**src/rtl/hs_sync_rx_ctrl.sv**
```systemverilog
// rtl/hs_sync_rx_ctrl.sv - destination-side 4-phase req/ack CDC receiver with valid/ready output
// Synchronizes req_async, captures the source-held bus, and sequences ack back to the source.
module hs_sync_rx_ctrl #(
  parameter int NUM_STG = 2,
  parameter int WIDTH   = 8,
  parameter int CNT_W   = 8
) (
  input  logic             clk,
  input  logic             rst,
  input  logic             req_async,
  input  logic [WIDTH-1:0] data_async,
  output logic             ack,
  output logic [WIDTH-1:0] out_data,
  output logic             out_valid,
  input  logic             out_ready,
  output logic             busy,
  output logic [CNT_W-1:0] xfer_cnt,
  output logic             proto_err
);

  typedef enum logic [1:0] {
    IDLE     = 2'd0,
    VALID    = 2'd1,
    WAIT_REL = 2'd2
  } state_t;

  state_t             state, state_nx;
  logic [NUM_STG-1:0] sync_q;
  logic               req_s;
  logic               ack_nx;
  logic               out_valid_nx;
  logic               load_data;
  logic               cnt_inc;
  logic               err_set;

  assign req_s = sync_q[NUM_STG-1];
  assign busy  = (state != IDLE);

  always_ff @(posedge clk or negedge rst) begin
    if (!rst) begin
      state     <= IDLE;
      sync_q    <= '0;
      ack       <= 1'b0;
      out_data  <= '0;
      out_valid <= 1'b0;
      xfer_cnt  <= '0;
      proto_err <= 1'b0;
    end else begin
      state     <= state_nx;
      sync_q    <= {sync_q[NUM_STG-2:0], req_async};
      ack       <= ack_nx;
      out_valid <= out_valid_nx;
      // data_async is only trusted on the capture edge; the source holds it until ack
      if (load_data) out_data <= data_async;
      if (cnt_inc)   xfer_cnt <= xfer_cnt + 1'b1;
      if (err_set)   proto_err <= 1'b1;
    end
  end

  always_comb begin
    state_nx     = state;
    ack_nx       = ack;
    out_valid_nx = out_valid;
    load_data    = 1'b0;
    cnt_inc      = 1'b0;
    err_set      = 1'b0;
    case (state)
      IDLE: begin
        if (req_s) begin
          load_data    = 1'b1;
          out_valid_nx = 1'b1;
          state_nx     = VALID;
        end
      end
      VALID: begin
        // source withdrew req before we acked; flag it but finish the transfer
        if (!req_s) err_set = 1'b1;
        if (out_ready) begin
          out_valid_nx = 1'b0;
          ack_nx       = 1'b1;
          cnt_inc      = 1'b1;
          state_nx     = WAIT_REL;
        end
      end
      WAIT_REL: begin
        if (!req_s) begin
          ack_nx   = 1'b0;
          state_nx = IDLE;
        end
      end
      default: state_nx = IDLE;
    endcase
  end

endmodule

```
**config.mk**
```make
export PLATFORM = sky130hd
export DESIGN_NAME = hs_sync_rx_ctrl
export DESIGN_NICKNAME = d
export VERILOG_FILES = /design/src/rtl/hs_sync_rx_ctrl.sv
export SDC_FILE = /design/constraint.sdc
export NUM_CORES = 1
export LEC_CHECK = 0
export BUFFER_PORTS_ARGS = -buffer_cell sky130_fd_sc_hd__clkbuf_2
export CAP_MARGIN = 20
export CORE_MARGIN = 4
export CORE_UTILIZATION = 45
export CTS_CLUSTER_SIZE = 8
export DETAILED_ROUTE_END_ITERATION = 8
export PLACE_DENSITY = 0.73
export SETUP_SLACK_MARGIN = 0.1
export SYNTH_ARGS = -nofsm -noshare
export SYNTH_HDL_FRONTEND = slang
export SYNTH_SLANG_ARGS = --single-unit
```
**constraint.sdc**
```tcl
create_clock -name clk -period 1.7 [get_ports clk]
set_input_delay 0 -clock clk [delete_from_list [all_inputs] [get_ports clk]]
set_output_delay 0 -clock clk [all_outputs]
set_load 0.005 [all_outputs]
```
**Word level (Yosys, flattened, before mapping)**

Index checks and enable logic that the tools add are counted.

- Flip-flop bits (word level): 23
- Word-level logic and storage cells: 36

- Add/subtract/negate cells: 1
- Equality and inequality tests: 5
- Mux-type cells: 16
- Reduce and logical (&&, ||, !) cells: 7

Operator list:

| operator | count |
|---|---|
| $mux W1 | 10 |
| $reduce_and A3 Y1 | 3 |
| $add A8 B1 Y8 const B | 1 |
| $mux W2 | 3 |
| $ne A2 B2 Y1 const B | 3 |
| $pmux W2 S3 | 1 |
| $reduce_bool A2 Y1 | 3 |
| $pmux W1 S2 | 2 |
| $eq A2 B1 Y1 const B | 1 |
| $eq A2 B2 Y1 const B | 1 |
| $logic_not A2 Y1 | 1 |

**Logic depth before layout (Yosys ltp)**

Gate-level depths: netlist of run 1.

- Depth in word-level cells: 3
- Gate-level depth with buffers: 4
- Gate-level depth less buffers: 3

**Worst setup path before layout of run 1**

Ideal clock, no wire load.

- Path kind: register -> register
- Start point: register state[1]
- End point: register out_data[0]
- Arrival time: 1.228 ns
- Path slack: 0.347 ns
- Cell stages (with the launch flop): 4
- Path buffers: 1
- Cells stage by stage: dfrtp_1 > clkbuf_2 > nor3b_4 > mux2_2

- Cells in the longest elaborated chain, start to end: 2

Ends and longest elaborated chain:

| element | RTL line | source |
|---|---|---|
| start: declaration | 27 | `state_t state, state_nx;` |
| start signal: assignment | 49 | `state <= state_nx;` |
| $logic_not A2 Y1 | 67 | `case (state)` |
| $mux W1 | 67 |  |
| end signal: assignment | 54 | `if (load_data) out_data <= data_async;` |
| end: declaration | 13 | `output logic [WIDTH-1:0] out_data,` |

Every way passes these cells.
A chain may end at the register's enable or synchronous reset.

**Worst setup path in the final report of run 1**

- Start point: register state[1]
- End point: register out_data[5]

The elaborated chain is that of the path after synthesis.

==> reports/metrics.yaml, run 1 <==
logic_synthesis:
  syn_area_um2: 927
  ys_types: 23
  yosysSeqAreaShare: 0.621
  netlist_instances: 68
  yosysWarnings: 0
  avgSynthCellArea_um2: 13.6
  synth_fp_nets: 81
  ys_ff_latch: 23
global_routing:
  grt_antenna_before_repair: 0
  grt_overflow: 0
  grt_use_total: 0.144
  grt_max_degree: 24
  grt_pass1_vias: 630
  grt_pass1_wl_um: 2900
drt:
  wirelength_um: 1740
  dr.pass1.iters: 4
  avgViaCountPerCell: 4.84
  drc_errors: 0
  drtIter0Drc: 5
  ant_nets: 0
  drt-wirelength-per-cell_um: 12.4
  via_count: 677
timing:
  tightest_slew_ns: 0.555
  finalHoldViolCount: 0
  rsz0062_at_grt: "false"
  period_needed_ns: 1.44
  fmax_mhz: 695
  fin_crit_sh: 0.847
  slew_headroom: 0.630
  maxSlewViolCount: 0
  fin_hold_ws_ns: 0.202
  setup_violations: 0
  setup_ws_ns: 0.260
  tns_ns: 0
  fin_worst_skew_ns: 0.000861
critical_path:
  crit_family: "flip-flops"
  cp_num_buf_inv: 0
  worstSetupStartpointType: "register"
  worstPathRequired_ns: 1.90
  crit_cells: 2
  crit_type: "register to register"
  cp.arrival_ns: 1.64
  cpMaxStageDelayCell: "dfrtp_1"
  end_kind: "register"
  crit_chain: "nor3b_4 -> mux2_2"
  r2r_cells: 2
  worstPathMaxFanout: 9
  slowest_delay_ns: 0.48
cts:
  cts_max_level: 1
  clk_latency_ns: 0.30
  cts_resized: 0
  post_cts_buffers: 0
  cts_root_buf: "clkbuf_4"
  clk_pin_slew_ns: 0.11
  hold_buffers: 11
  cts_buffer_depth: 2
  numCtsBuffers: 3
  cts_sinks: 23
  cts_tree: "done"
layout:
  final_common_cell: "clkbuf_2"
  final_nets: 127
  drive_gt1_frac: 0.434
  antenna_cells: 0
  nFillCells: 176
  final_cell_mix: "clkbuf_2, dfrtp_1, dlygate4sd3_1, mux2_2, nand2_1"
  synthToLayoutAreaGrowth_pct: 34.8
  final_cell_area_um2: 1250
power_and_ir_drop:
  irDropWorstVdd_mv: 0.981
  clkPwrFrac: 0.131
  power_frac_comb: 0.365
  p_int_uw: 1230
  powerDensity_nw_per_um2: 1470
  seq_power_share: 0.504
  swShare: 0.330
  leakagePower_uw: 0.000617
  power.switching_uw: 605
die:
  fp.dieH_um: 53.4
  core_area_um2: 1960
  num_io_pins: 32
  start_util: 0.473
  dieArea_um2: 2850
  die_w_um: 53.4
  rows: 16
placed_design:
  placed_cell_area_um2: 1110
  place.gp.congestion: 0.673
  dpl.hpwl_um: 1280
  port-buffer-count: 31
  dpl_worst_slack_ns: 0.257
min_path:
  min_path_type: "input pin to asynchronous set/reset pin"
job:
  max_cap_violations: 0
run_status:
  status: "finished, final reports clean"
==> power by group through the flow <==
stage | sequential (uW) | clock (uW) | combinational, uW
3_5_place_dp | 938 | 0 | 664
2_1_floorplan | 899 | 0 | 399
6_report | 924 | 240 | 670
4_1_cts | 925 | 252 | 686
5_1_grt | 953 | 280 | 754
3_3_place_gp | 922 | 0 | 637
==> worst reg2reg max path, cell delays in order, from the launching register on <==
cell and delay [ns]:
dfrtp_1 0.48, nor3b_4 0.47, mux2_2 0.39
==> layer usage <==
metal | GRT usage | wire length, um | up-vias
li1 | - | - | 324
met1 | 0.168 | 724 | 328
met2 | 0.245 | 862 | 23
met3 | 0.0563 | 136 | 2
met4 | 0.0383 | 15 | 0
met5 | 0 | 0 | -
==> state kept, by name, indices dropped and copies added (netlist names) <==
signal / flops
out_data: 8
proto_err: 1
state: 2
xfer_cnt: 8
ack: 1
out_valid: 1
sync_q: 2
==> final timing paths <==
| check | from | slack (ns) | to |
|---|---|---|---|
| worst max-delay path | state[1] | 0.26 | out_data[5] |
| worst min-delay path | rst | 0.20 | xfer_cnt[2] |
| worst max register to register | state[1] | 0.26 | out_data[5] |
| worst min register to register | sync_q[0] | 0.36 | sync_q[1] |
| max in group asynchronous | rst | 1.13 | out_data[0] |
| min in group clk | req_async | 0.34 | sync_q[0] |
==> final cells by class <==
| class | instances | area, um2 | share of cell area |
|---|---|---|---|
| clock buffer | 4 | 26.3 | 0.0210 |
| timing repair buffer | 43 | 273 | 0.218 |
| sequential | 23 | 576 | 0.460 |
| multi-input combinational | 43 | 342 | 0.273 |
| tap | 27 | 33.8 | 0.0270 |
==> cell families after synthesis <==
kind of cell | synth area share
mux | 0.0972
xor+xnor | 0.0661
compound gates | 0.0337
fa+ha+maj | 0.0135
simple gates | 0.158
buf+inv | 0.0108
flops | 0.621
==> per-stage QoR <==
stage	utilization	cells	total power [uW]
global placement	0.568	125	1560
floorplan	-	68	1300
global route	0.637	140	1990
finish	0.637	140	1830
detailed placement	0.568	125	1600
CTS	0.637	140	1860
==> Yosys cell counts <==
cell type  instances  area share
a211oi_1           1      0.0081
a21o_2             1      0.0094
a21oi_1            1      0.0054
and3_1             1      0.0068
and3b_2            1       0.011
buf_2              1      0.0054
clkbuf_2           1      0.0054
dfrtp_1           23        0.62
ha_1               1       0.013
mux2_2             8       0.097
nand2_1            6       0.024
nand3_1            1      0.0054
nand3b_1           1      0.0081
nand3b_4           1       0.022
nand4_1            3       0.020
nor2_1             2      0.0081
nor3_1             2       0.011
nor3b_1            1      0.0081
nor3b_4            1       0.020
o21ai_0            2       0.011
or2_2              2       0.013
xnor2_1            4       0.038
xor2_1             3       0.028
(Power assumes the default switching activity.)
==> run 2, diff against run 1 <==
--- a/config.mk
+++ b/config.mk
@@ -8,7 +8,7 @@
 export BUFFER_PORTS_ARGS = -buffer_cell sky130_fd_sc_hd__clkbuf_2
 export CAP_MARGIN = 20
 export CORE_MARGIN = 4
-export CORE_UTILIZATION = 45
+export CORE_UTILIZATION = 43
 export CTS_CLUSTER_SIZE = 8
 export DETAILED_ROUTE_END_ITERATION = 8
 export PLACE_DENSITY = 0.73
==> constraint.sdc (replaced) <==
create_clock -name clk -period 1.3 [get_ports clk]
set_input_delay 0 -clock clk [delete_from_list [all_inputs] [get_ports clk]]
set_output_delay 0 -clock clk [all_outputs]
set_load 0.005 [all_outputs]
==> run 2 against run 1 <==
Net effect: clock power up 32%; clock skew up 0.0033 ns; combinational power up 97%; non-clock buffer count up 10; clock-buffer cell count unchanged; die area up 4.0%; setup slack worse by 0.25 ns; sequential power up 32%; total power up 56%; wire length up 24%; final cell count up 7.1%; worst hold slack about the same; critical path type unchanged; highest routed layer unchanged.
==> reports/metrics.yaml, run 2 (synthesis results as in run 1) <==
run_status:
  status: "finished, final reports clean"
timing:
  fin_worst_skew_ns: 0.00419
  period_needed_ns: 1.29
  maxSlewViolCount: 0
  fin_crit_sh: 0.993
  tns_ns: 0
  slew_headroom: 0.626
  setup_violations: 0
  rsz0062_at_grt: "true"
  fin_hold_ws_ns: 0.201
  tightest_slew_ns: 0.560
  finalHoldViolCount: 0
  fmax_mhz: 774
  setup_ws_ns: 0.00865
cts:
  numCtsBuffers: 3
  cts_sinks: 23
  cts_root_buf: "clkbuf_4"
  cts_tree: "done"
  cts_buffer_depth: 2
  cts_max_level: 1
  clk_pin_slew_ns: 0.12
  clk_latency_ns: 0.30
die:
  fp.dieH_um: 54.4
  num_io_pins: 32
  die_w_um: 54.4
  core_area_um2: 2000
  dieArea_um2: 2960
  start_util: 0.463
  rows: 16
layout:
  antenna_cells: 0
  drive_gt1_frac: 0.512
  final_cell_mix: "clkbuf_2, dfrtp_1, dlygate4sd3_1, mux2_4, buf_6"
  top_regs: "out_data x8, xfer_cnt x8"
  final_cell_area_um2: 1420
  final_common_cell: "clkbuf_2"
  synthToLayoutAreaGrowth_pct: 52.9
  final_nets: 137
  fin_cells: 150
critical_path:
  worstSetupStartpointType: "register"
  cpMaxStageDelayCell: "dfrtp_1"
  worstPathMaxFanout: 5
  worstPathRequired_ns: 1.50
  reg2reg_from: "state[0]"
  crit_type: "register to register"
  slowest_delay_ns: 0.45
  crit_chain: "nor3b_4 -> buf_6 -> mux2_4"
  cp-startpoint: "state[0]"
  end_kind: "register"
  cp.arrival_ns: 1.49
drt:
  via_count: 735
  drc_errors: 0
  ant_nets: 0
  drt-wirelength-per-cell_um: 14.3
  drtIter0Drc: 7
  avgViaCountPerCell: 4.90
  dr.pass1.iters: 4
  wirelength_um: 2150
placed_design:
  dp.cells: 129
  placed_cell_area_um2: 1140
  place.gp.congestion: 0.682
  dpl_worst_slack_ns: 0.0424
  dpl.hpwl_um: 1310
  port-buffer-count: 31
global_routing:
  grt_pass1_wl_um: 3280
  grt_pass1_vias: 744
  grt_antenna_before_repair: 0
  grt_max_degree: 24
  grt_use_total: 0.157
  grt_overflow: 0
power_and_ir_drop:
  powerDensity_nw_per_um2: 2020
  leakagePower_uw: 0.000722
  irDropWorstVdd_mv: 1.21
job:
  max_cap_violations: 0
min_path:
  min_path_type: "input pin to asynchronous set/reset pin"
-- run 2: changes by cell type in the layout (fill, tap and decap cells not counted), sizes merged --
cell,before,now
buf,1,12
clkbuf,35,34
-- run 2: what timing repair did --
item                                    CTS  global route
cloned                                    0             0
pin swaps                                 2             7
hold buffers                             11             0
endpoints found under the setup margin   13            14
endpoints found under the hold margin    33             0
resized for setup                        14             9
setup buffers                             1             5
-- run 2: path summary, 6_finish.rpt --
check	endpoint	slack, ns	cells past startpoint
max	out_data[6]	0.009	3
min	xfer_cnt[5]	0.20	2
max reg2reg	out_data[6]	0.009	3
min reg2reg	sync_q[1]	0.36	0
max in group asynchronous	xfer_cnt[2]	0.70	2
min in group clk	sync_q[0]	0.34	2
-- run 2: per-stage QoR --
step | total power (uW) | utilization
floorplan | 1700 | -
global placement | 2100 | 0.571
detailed placement | 2150 | 0.571
CTS | 2680 | 0.669
global route | 3080 | 0.708
finish | 2860 | 0.708
-- run 2: worst max-delay path: cells and delay by family (launching register included) --
kind          cells  cell delay (ns)
mux               1             0.30
flops             1             0.45
simple gates      1             0.27
buf+inv           1             0.17
-- run 2: report_power, final --
group | switching [uW] | internal, uW
clock network | 197 | 120
registers | 244 | 980
logic | 497 | 823
-- run 2: final cells by class --
cell class,instances,area (um2)
Clock buffer,4,26.3
Fill cell,145,584
Multi-Input combinational cell,43,404
Sequential cell,23,577
Tap cell,27,33.8
Timing Repair Buffer,53,377
-- run 2: layer usage --
metal | GRT usage | vias to the layer above | wire, um
li1 | - | 343 | -
met1 | 0.188 | 361 | 890
met2 | 0.267 | 29 | 1110
met3 | 0.0409 | 2 | 135
met4 | 0.0622 | 0 | 12
met5 | 0 | - | 0
==> run 3, diff against run 2 <==
--- a/config.mk
+++ b/config.mk
@@ -8,10 +8,9 @@
 export BUFFER_PORTS_ARGS = -buffer_cell sky130_fd_sc_hd__clkbuf_2
 export CAP_MARGIN = 20
 export CORE_MARGIN = 4
-export CORE_UTILIZATION = 43
+export CORE_UTILIZATION = 30
 export CTS_CLUSTER_SIZE = 8
 export DETAILED_ROUTE_END_ITERATION = 8
-export PLACE_DENSITY = 0.73
 export SETUP_SLACK_MARGIN = 0.1
 export SYNTH_ARGS = -nofsm -noshare
 export SYNTH_HDL_FRONTEND = slang
==> run 3 against run 2 <==
Net effect: sequential power about the same; setup slack better by 0.029 ns; wire length is 17% lower; die area is 36% higher; first-iteration DRC count rose by 29%; global-route usage down 6.3 points; register-to-register slack gained 0.03 ns; sequential share of layout area increased by 2.4 points; total power shrank 10%; critical endpoint is now out_data[7].
==> reports/metrics.yaml, run 3 (synthesis results as in run 1) <==
run_status:
  status: "finished, final reports clean"
critical_path:
  end_kind: "register"
  r2r_cells: 3
  worstSetupStartpointType: "register"
  crit_type: "register to register"
  regToRegSetupSlack_ns: 0.04
  worstPathMaxFanout: 9
  cp.arrival_ns: 1.47
  worstPathRequired_ns: 1.51
drt:
  via_count: 704
  drtIter0Drc: 9
  ant_nets: 0
  wirelength_um: 1780
  avgViaCountPerCell: 4.69
  drt-wirelength-per-cell_um: 11.8
  dr.pass1.iters: 2
  drc_errors: 0
die:
  dieArea_um2: 4040
  fp.dieH_um: 63.6
  core_area_um2: 2850
  start_util: 0.325
  num_io_pins: 32
  die_w_um: 63.6
  rows: 19
placed_design:
  dpl_worst_slack_ns: 0.0562
  port-buffer-count: 31
  place.gp.congestion: 0.737
  dpl.hpwl_um: 1260
global_routing:
  grt_use_total: 0.0939
  grt_antenna_before_repair: 0
  grt_pass1_vias: 739
  grt_pass1_wl_um: 3060
  grt_overflow: 0
  grt_max_degree: 24
timing:
  setup_ws_ns: 0.0377
  fin_hold_ws_ns: 0.207
  rsz0062_at_grt: "true"
  setup_violations: 0
  finalHoldViolCount: 0
  maxSlewViolCount: 0
  period_needed_ns: 1.26
  fmax_mhz: 792
  fin_worst_skew_ns: 0.00247
  slew_headroom: 0.616
  fin_crit_sh: 0.971
  tightest_slew_ns: 0.577
layout:
  antenna_cells: 0
  final_cell_mix: "clkbuf_2, dfrtp_1, dlygate4sd3_1, mux2_2, nand2_1"
  final_common_cell: "clkbuf_2"
  final_nets: 133
  drive_gt1_frac: 0.504
  synthToLayoutAreaGrowth_pct: 44.5
  final_core_util: 0.470
  nFillCells: 275
  top_regs: "out_data x8, xfer_cnt x8"
cts:
  cts_sinks: 23
  numCtsBuffers: 3
  cts_buffer_depth: 2
  cts_root_buf: "clkbuf_4"
  cts_tree: "done"
  cts_max_level: 1
  clk_pin_slew_ns: 0.12
  clk_latency_ns: 0.30
power_and_ir_drop:
  leakagePower_uw: 0.000666
  irDropWorstVdd_mv: 0.945
  powerDensity_nw_per_um2: 1920
job:
  max_cap_violations: 0
min_path:
  min_path_type: "input pin to asynchronous set/reset pin"
## run 3: changes by cell type in the layout (fill, tap and decap cells not counted), moves of 2 or more
| cell | previous run | this run |
|---|---|---|
| buf_4 | 5 | 3 |
| buf_6 | 7 | 2 |
| mux2_2 | 0 | 8 |
| mux2_4 | 8 | 0 |
## run 3: final cells by class
class	count	area (um2)	share of cell area
flip-flops and latches	23	578	0.431
multi-input cells	43	360	0.269
repair buffers	49	335	0.250
well taps	31	38.8	0.0289
clock buffers	3	22.5	0.0168
clock inverters	1	5.00	0.00373
## run 3: worst max-delay path, stage by stage, from the launching register on
cell and delay, ns:
dfrtp_2 0.46, nor3b_4 0.23, buf_12 0.15, mux2_2 0.32
## run 3: repair_timing
item                                    4_1_cts  5_1_grt
hold buffers                                 11        0
gates cloned                                  0        1
buffers inserted                              2        0
endpoints found under the setup margin       12       14
resized for setup                             3        5
pin swaps                                     3        1
hold endpoints to repair                     33        0
## run 3: per-layer routing
| metal | wire length, um | vias to the layer above | share of wire | GRT usage |
|---|---|---|---|---|
| met4 | 0 | 0 | 0 | 0.00809 |
| met2 | 914 | 25 | 0.51 | 0.173 |
| met5 | 0 | - | 0 | 0 |
| met3 | 142 | 0 | 0.080 | 0.0444 |
| met1 | 720 | 343 | 0.41 | 0.0999 |
| li1 | - | 336 | - | - |
## run 3: path summary, 6_finish.rpt
check,start,to
max,state[0],out_data[7]
min,rst,xfer_cnt[0]
max reg2reg,state[0],out_data[7]
min reg2reg,sync_q[0],sync_q[1]
max in group asynchronous,rst,state[0]
min in group clk,req_async,sync_q[0]
## run 3: per-stage QoR
step / total power [uW] / cell area [um2] / std cells / setup TNS (ns)
global placement: 2120 / 1150 / 132 / 0
finish: 2580 / 1340 / 150 / 0
global route: 2780 / 1340 / 150 / 0
floorplan: 1700 / 927 / 68 / -0.421
CTS: 2580 / 1320 / 149 / 0
detailed placement: 2150 / 1150 / 132 / 0
## run 3: report_power, final
part	internal (uW)	leakage (uW)	total (uW)	switching (uW)
Sequential	982	0.000273	1210	229
Combinational	641	0.000375	1040	402
Clock	115	0.0000177	320	206
Total	1740	0.000666	2580	837
